--- config.mk ---
export PLATFORM = sky130hd
export DESIGN_NAME = alu_share_arb
export DESIGN_NICKNAME = d
export VERILOG_FILES = /design/src/rtl/alu_share_arb.sv
export SDC_FILE = /design/constraint.sdc
export NUM_CORES = 1
export LEC_CHECK = 0
export CELL_PAD_IN_SITES_DETAIL_PLACEMENT = 0
export CELL_PAD_IN_SITES_GLOBAL_PLACEMENT = 1
export CORE_ASPECT_RATIO = 0.6
export CORE_MARGIN = 2
export CORE_UTILIZATION = 25
export DETAILED_ROUTE_END_ITERATION = 8
export PLACE_DENSITY = 0.95
export SYNTH_ARGS = -nofsm -noshare
export SYNTH_HDL_FRONTEND = slang
export SYNTH_HIERARCHICAL = 1
export SYNTH_SLANG_ARGS = --single-unit
--- constraint.sdc ---
create_clock -name clk -period 3.55 [get_ports clk]
set_input_delay 0.355 -clock clk [delete_from_list [all_inputs] [get_ports clk]]
set_output_delay 0.355 -clock clk [all_outputs]
set_load 0.005 [all_outputs]
--- src/rtl/alu_share_arb.sv ---
// alu_share_arb -- time-shares one decoder + ALU between two requesters.
//
// Port 0 is the execute stage and port 1 is an auxiliary requester (CSR or
// debug). At most one operation is granted per cycle. The winner's fields
// drive the shared decoder/ALU. The same-cycle alu_result is captured into
// that port's response register, which drains through its own valid/ready
// handshake.
//
// Optional feature macro: ALU_ARB_RR_EN
//   defined   : round-robin tie-break. The pointer holds the last granted port.
//   undefined : port 0 wins ties. A starvation counter forces port 1 to win
//               once it has been denied STARVE_LIMIT times in a row.
//
// Ports:
//   clk, reset                      clock, async active-high reset
//   req{0,1}_valid / _ready         request handshake (ready = comb grant)
//   req{0,1}_opcode/_funct/_add_rshift_type/_a/_b  operation fields
//   rsp{0,1}_valid / _ready / _data registered response per port
//   alu_opcode/_funct/_add_rshift_type/_a/_b       to shared decoder/ALU
//   alu_result                      combinational ALU result, same cycle
//   grant_id, busy                  granted port / grant-issued flag

// One per-port response register. A grant overwrites the register. A drain
// without a grant clears valid and leaves the data as it was.
module alu_share_rsp_reg #(
    parameter int XLEN = 32
) (
    input  logic            clk,
    input  logic            reset,
    input  logic            grant,
    input  logic            drain,
    input  logic [XLEN-1:0] alu_result,
    output logic            rsp_valid,
    output logic [XLEN-1:0] rsp_data
);
    always_ff @(posedge clk or posedge reset) begin
        if (reset) begin
            rsp_valid <= 1'b0;
            rsp_data  <= '0;
        end else if (grant) begin
            rsp_valid <= 1'b1;
            rsp_data  <= alu_result;
        end else if (drain) begin
            rsp_valid <= 1'b0;
        end
    end
endmodule

module alu_share_arb #(
    parameter int XLEN         = 32,
    parameter int STARVE_LIMIT = 4
) (
    input  logic            clk,
    input  logic            reset,

    input  logic            req0_valid,
    output logic            req0_ready,
    input  logic [6:0]      req0_opcode,
    input  logic [2:0]      req0_funct,
    input  logic            req0_add_rshift_type,
    input  logic [XLEN-1:0] req0_a,
    input  logic [XLEN-1:0] req0_b,

    input  logic            req1_valid,
    output logic            req1_ready,
    input  logic [6:0]      req1_opcode,
    input  logic [2:0]      req1_funct,
    input  logic            req1_add_rshift_type,
    input  logic [XLEN-1:0] req1_a,
    input  logic [XLEN-1:0] req1_b,

    output logic            rsp0_valid,
    input  logic            rsp0_ready,
    output logic [XLEN-1:0] rsp0_data,

    output logic            rsp1_valid,
    input  logic            rsp1_ready,
    output logic [XLEN-1:0] rsp1_data,

    output logic [6:0]      alu_opcode,
    output logic [2:0]      alu_funct,
    output logic            alu_add_rshift_type,
    output logic [XLEN-1:0] alu_a,
    output logic [XLEN-1:0] alu_b,
    input  logic [XLEN-1:0] alu_result,

    output logic            grant_id,
    output logic            busy
);
    localparam int NUM_PORTS = 2;

    typedef struct packed {
        logic [6:0]      opcode;
        logic [2:0]      funct;
        logic            add_rshift_type;
        logic [XLEN-1:0] a;
        logic [XLEN-1:0] b;
    } alu_req_t;

    alu_req_t [NUM_PORTS-1:0]            req;
    alu_req_t                            alu_sel;
    logic     [NUM_PORTS-1:0]            req_valid;
    logic     [NUM_PORTS-1:0]            rsp_valid;
    logic     [NUM_PORTS-1:0]            rsp_ready;
    logic     [NUM_PORTS-1:0][XLEN-1:0]  rsp_data;
    logic     [NUM_PORTS-1:0]            elig;
    logic     [NUM_PORTS-1:0]            grant;
    logic                                tie;
    logic                                tie_win;
    logic                                win_id;

    assign req[0]    = {req0_opcode, req0_funct, req0_add_rshift_type, req0_a, req0_b};
    assign req[1]    = {req1_opcode, req1_funct, req1_add_rshift_type, req1_a, req1_b};
    assign req_valid = {req1_valid, req0_valid};
    assign rsp_ready = {rsp1_ready, rsp0_ready};

    // A full response register that is not draining blocks only its own
    // port. The other port keeps using the ALU.
    assign elig = req_valid & (~rsp_valid | rsp_ready);
    assign tie  = &elig;

`ifdef ALU_ARB_RR_EN
    // The pointer holds the last granted port. The other port wins a tie.
    // Reset to 1 so that port 0 takes the first tie.
    logic rr_ptr;

    always_ff @(posedge clk or posedge reset) begin
        if (reset)      rr_ptr <= 1'b1;
        else if (|elig) rr_ptr <= win_id;
    end

    assign tie_win = ~rr_ptr;
`else
    // Counts consecutive cycles in which port 1 was eligible but lost. The
    // counter clears whenever port 1 wins or drops eligibility, so it never
    // goes above STARVE_LIMIT.
    localparam int CNT_W = $clog2(STARVE_LIMIT + 1);

    logic [CNT_W-1:0] starve_cnt;

    always_ff @(posedge clk or posedge reset) begin
        if (reset)                    starve_cnt <= '0;
        else if (!elig[1] || grant[1]) starve_cnt <= '0;
        else                          starve_cnt <= starve_cnt + CNT_W'(1);
    end

    assign tie_win = (starve_cnt == CNT_W'(STARVE_LIMIT));
`endif

    // Without a tie, win_id is simply whether port 1 is eligible. That
    // also gives grant_id = 0 when the arbiter is idle.
    always_comb begin
        win_id  = tie ? tie_win : elig[1];
        grant   = '0;
        alu_sel = '0;
        if (|elig) begin
            grant[win_id] = 1'b1;
            alu_sel       = req[win_id];
        end
    end

    assign req0_ready          = grant[0];
    assign req1_ready          = grant[1];
    assign grant_id            = win_id;
    assign busy                = |elig;

    // When idle the ALU drive is all zero, so opcode 0 selects the
    // decoder's default.
    assign alu_opcode          = alu_sel.opcode;
    assign alu_funct           = alu_sel.funct;
    assign alu_add_rshift_type = alu_sel.add_rshift_type;
    assign alu_a               = alu_sel.a;
    assign alu_b               = alu_sel.b;

    for (genvar i = 0; i < NUM_PORTS; i++) begin : g_rsp
        alu_share_rsp_reg #(.XLEN(XLEN)) u_rsp (
            .clk        (clk),
            .reset      (reset),
            .grant      (grant[i]),
            .drain      (rsp_ready[i]),
            .alu_result (alu_result),
            .rsp_valid  (rsp_valid[i]),
            .rsp_data   (rsp_data[i])
        );
    end

    assign rsp0_valid = rsp_valid[0];
    assign rsp1_valid = rsp_valid[1];
    assign rsp0_data  = rsp_data[0];
    assign rsp1_data  = rsp_data[1];
endmodule

# Word-level counts from Yosys, hierarchy flattened
# Index checks and enable logic that the tools add are counted.
# totals
out_inout_bits	145
register_bits	69
# op_classes
add_sub_neg	1
n_reduce_logical	7
bitwise	3
mux	12
eq_ne	1
n_lt_le_gt_ge	2
# op_table
operator	n
2-to-1 mux 75 bit	3
2-to-1 mux 1 bit	6
nonzero test 2 bit	2
adder 3 x 1 -> 3 bit, second input constant	1
equality test 3 bit, second input constant	1
2-to-1 mux 3 bit	1
bitwise AND 2 bit	1
less-than comparator 1 x 2 -> 1 bit, second input constant	1
2-to-1 mux 2 bit	1
inverter 2 bit	1
bitwise OR 2 bit	1
AND reduction 2 bit	1
OR reduction 2 bit	1
demux 1 bit (select 1 bit)	1
greater-or-equal comparator 1 bit, second input constant	1
logical AND 1 bit	1
zero test 1 bit	1
logical OR 1 bit	1

# Longest topological paths before layout
# Gate-level depths: netlist (run 1).
# depth
ltp_word	12
mapped_depth	8
ltp_nobuf	5

# Modules after synthesis
# The synthesis (run 1) kept the hierarchy.
# by_module_without_submodules
module	area_per_inst_um2	cells_per_inst	instances	seq_area_each_um2
alu_share_rsp_reg	1381.3	72	2	825.8
alu_share_arb	1009.7	116	1	75.1

# Worst setup path after synthesis (run 1)
# OpenSTA, ideal clock, no wires.
# synth_path
path_type	reg-to-reg
startpoint	reg starve_cnt[0]
endpoint	reg g_rsp[0].u_rsp.rsp_data[0]
stages_incl_launch_ff	9
setup_slack_ns	1.572
synth_period_minus_slack_ns	1.978
arrival_time_ns	1.853
n_path_buf	3
path_cell_list	dfrtp_1 inv_1 ha_1 nand2_1 o311a_1 clkbuf_1 buf_6 buf_12 mux2_4
# synth_between
elab_chain_cells	7
elab_cells_between_ends	8
# synth_lines
item	line	source
start, declared	139	logic [CNT_W-1:0] starve_cnt;
start signal, assigned	144	else starve_cnt <= starve_cnt + CNT_W'(1);
equality test 3 bit *	147	assign tie_win = (starve_cnt == CNT_W'(STARVE_LIMIT));
2-to-1 mux 1 bit *	153	win_id = tie ? tie_win : elig[1];
less-than comparator 1 x 2 -> 1 bit (not written as such) / greater-or-equal comparator 1 bit (equally long branches)	157	grant[win_id] = 1'b1;
logical AND 1 bit (not written as such)	157	
2-to-1 mux 1 bit (not written as such)	157	
demux 1 bit (select 1 bit) *	157	
2-to-1 mux 2 bit *	156	if (|elig) begin
net req0_ready	57	output logic req0_ready,
end signal, assigned	42	rsp_data <= alu_result;
end, declared	34	output logic [XLEN-1:0] rsp_data
# Mark *: on every way through the listed nets, which the timed path passes. The rest lies on a longest branch.
# A chain may end at the register's enable or synchronous reset.

# Worst setup path in the final report (run 1)
# layout_path
startpoint	reg starve_cnt[0]
endpoint	out alu_b[4]
# layout_between
elab_chain_cells	5
# layout_lines
item	line	source
equality test 3 bit	147	
2-to-1 mux 1 bit	153	
2-to-1 mux 75 bit (not written as such) (2 in series)	158	alu_sel = req[win_id];
2-to-1 mux 75 bit	156	
end, declared	84	output logic [XLEN-1:0] alu_b,
# No other way between the ends. The select of a mux whose other input is x is not followed.

==> results of run 1 <==
power by group through the flow:
stage | Clock, mW | Combinational, mW | Sequential (mW)
2_1_floorplan | 0 | 0.424 | 1.02
3_3_place_gp | 0 | 1.13 | 1.01
3_5_place_dp | 0 | 1.15 | 1.02
4_1_cts | 0.931 | 1.16 | 1.01
5_1_grt | 0.970 | 1.21 | 1.02
6_report | 0.906 | 1.14 | 1.01
final timing paths:
path | to | slack [ps] | cells after the start
worst min-delay path | starve_cnt[0] | 290 | 2
worst min register to register | starve_cnt[0] | 480 | 1
worst max-delay path | alu_b[4] | 530 | 7
worst max register to register | g_rsp[1].u_rsp/rsp_data[14] | 1210 | 7
min in group clk | starve_cnt[0] | 480 | 1
max in group asynchronous | g_rsp[0].u_rsp/rsp_data[12] | 2670 | 3
critical path: cells and delay by family, from the launching register on:
kind	cells	cell delay, ps
DFF	1	400
AOI/OAI and AO/OA	2	620
and+or+nand+nor	1	190
buffers and inverters	3	950
adders and majority gates	1	160
placed cells by master (no fill, tap or decap), drive strengths merged, types with 3 or more instances in the layout:
cell type,instances
clkdlybuf4s50,332
a22o,75
dfrtp,69
mux2,64
inv,12
clkbuf,9
buf,8
nand2,3
cell type report:
cell class	count	area, sq um	share of cell area
clock buffer	9	225.2	0.02996
clock inverter	7	82.58	0.01099
inverter	10	37.54	0.004993
multi-input combinational	157	1777	0.2364
sequential	69	1727	0.2297
tap	198	247.7	0.03296
timing repair buffer	340	3421	0.4551
flip-flops by register name, indices dropped and copies added, names as in the netlist:
name	count
g_rsp.u_rsp/rsp_data	64
starve_cnt	3
g_rsp.u_rsp/rsp_valid	2
synthesized netlist by cell type (2+ instances only):
cell,count,area [sq um]
mux2_4,58,870.8
nand2_1,3,11.26
inv_1,10,37.54
nand2b_1,2,12.51
nor4b_1,2,17.52
mux2_2,6,67.56
ha_1,2,25.02
buf_6,10,112.6
buf_2,4,20.02
buf_12,6,120.1
dfrtp_1,69,1727
clkbuf_1,3,11.26
a22o_1,75,656.9
a21o_1,2,15.01
cells by family after synthesis:
family,count (synthesis)
flip-flops,69
adder cells (fa/ha/maj),2
AO/OA/AOI/OAI,81
buffers and inverters,34
multiplexers,64
AND/OR/NAND/NOR,10
through the flow:
stage / cell area, sq um / worst slack (ps) / cells / utilization / hold slack, ps
after global routing: 7517 / 434.1 / 790 / 0.5137 / 279.3
after detailed placement: 7209 / 641.1 / 774 / 0.4926 / 473.6
after global placement: 7209 / 664.7 / 774 / 0.4926 / 451.3
after floorplan: 3772 / 1572 / 260 / - / 108.6
after CTS: 7517 / 510.7 / 790 / 0.5137 / 268.8
final: 7517 / 531.8 / 790 / 0.5137 / 294.4
routing by layer:
metal	vias up	wire (microns)	part of all wire	global-route usage
met5	-	0	0	0
met4	0	177	0.011	0.03880
met3	20	901	0.057	0.03753
met2	161	7749	0.49	0.3159
met1	1820	6844	0.44	0.2483
li1	1649	-	-	-
==> flow_summary.json, run 1 <==
{
  "place_hpwl_microns": 12550,
  "crit_required_ps": 3190,
  "synthesis.area_sq_um": 3772,
  "p_leak_nw": 3.161,
  "grt_pass1_wl_microns": 22970,
  "cp.arrival_ps": 2660,
  "slew_violations": 0,
  "die_w_microns": 162.6,
  "crit_path_end_kind": "output pin",
  "cts_max_path_buffers": 2,
  "ys_types": 22,
  "status": "complete, no violations",
  "cpPeakStageDelay_ps": 550,
  "nNetsFinal": 777,
  "ant_nets": 0,
  "port-buffer-count": 332,
  "synth-simple-area-share": 0.01658,
  "wire_per_inst_microns": 19.84,
  "hold_viol": 0,
  "ctsHoldBuffers": 0,
  "antennaDiodeCount": 0,
  "antenna_found_initial": 0,
  "grt_pass1_vias": 3858,
  "seqPwrFrac": 0.330,
  "clkPwrFrac": 0.296,
  "drive_gt1_frac": 0.1554,
  "synth_mux_area_frac": 0.2488,
  "worstSetupPathType": "flip-flop to output pin",
  "grt.total_usage": 0.1861,
  "ctsResizeCount": 0,
  "p_comb_frac": 0.374,
  "worstSkewPairLatency_ps": 330,
  "power.internal_mw": 2.281,
  "grt-ovfl-total": 0,
  "r2r-start": "starve_cnt[0]",
  "tightest_slew_ps": 470.1,
  "critical-path-slowest-cell": "clkdlybuf4s50_1",
  "peakVddDrop_uv": 267.6,
  "yosysWarnings": 6,
  "yosys_most_used_dff": "dfrtp_1",
  "clk_pin_slew_ps": 50,
  "synthAdderAreaFrac": 0.006633,
  "drtPass1Iterations": 4,
  "num_vias": 3650,
  "slew_headroom": 0.6866,
  "switching_share": 0.2547,
  "viasPerCell": 4.620,
  "cp-startpoint": "starve_cnt[0]",
  "cts_tree": "built",
  "wirelength_microns": 15670,
  "synth_nets": 450,
  "synth_top_family_by_area": "multiplexers",
  "ys_ff_latch": 69,
  "p_total_mw": 3.060,
  "start_util": 0.2578,
  "fin_crit_ps": 3018,
  "die-area_sq_um": 16120,
  "synth-edff-count": 0,
  "power.switching_mw": 0.7793,
  "crit_fanout": 76,
  "cts_setup_buffers": 0,
  "clock-sinks": 69,
  "worstHoldPathType": "primary input to asynchronous set/reset pin",
  "cts_max_level": 3,
  "synth.avg_cell_area_sq_um": 14.51,
  "max_freq_mhz": 331.3,
  "ys_seq_area_frac": 0.4577,
  "num-fill-cells": 1292,
  "fin_worst_skew_ps": 12.67,
  "timing.setup.tns_ps": 0,
  "io_pins": 333,
  "synth_async_sr_flop_share": 1.000,
  "numCtsBuffers": 9,
  "synth_compound_area_frac": 0.1884,
  "rsz0062_at_grt": "false",
  "path_cells": "inv_1, ha_1, nand2_1, a311oi_4, buf_12, a22o_1, clkdlybuf4s50_1",
  "syn-instance-count": 260,
  "setup_viol": 0,
  "finalCritPeriodShare": 0.8502,
  "grt_max_degree": 77,
  "powerDensity_nw_per_um2": 407.1,
  "drtIter0Drc": 126,
  "maxCapViolCount": 0,
  "clockRootBuffer": "clkbuf_16",
  "startpoint_type": "flip-flop",
  "drc_errors": 0,
  "synth_xor_area_frac": 0,
  "syn_to_final_growth_pct": 99.27,
  "gp_congestion": 0.8074,
  "die_height_microns": 99.15,
  "core_area_sq_um": 14630,
  "rows": 34
}
No activity file was read; power rests on OpenSTA's default activity.
==> run 2, diff against run 1 <==
- SLEW_MARGIN: unset -> 20
==> results of run 2 <==
Final layout, timing and power as in run 1 (identical DEF).
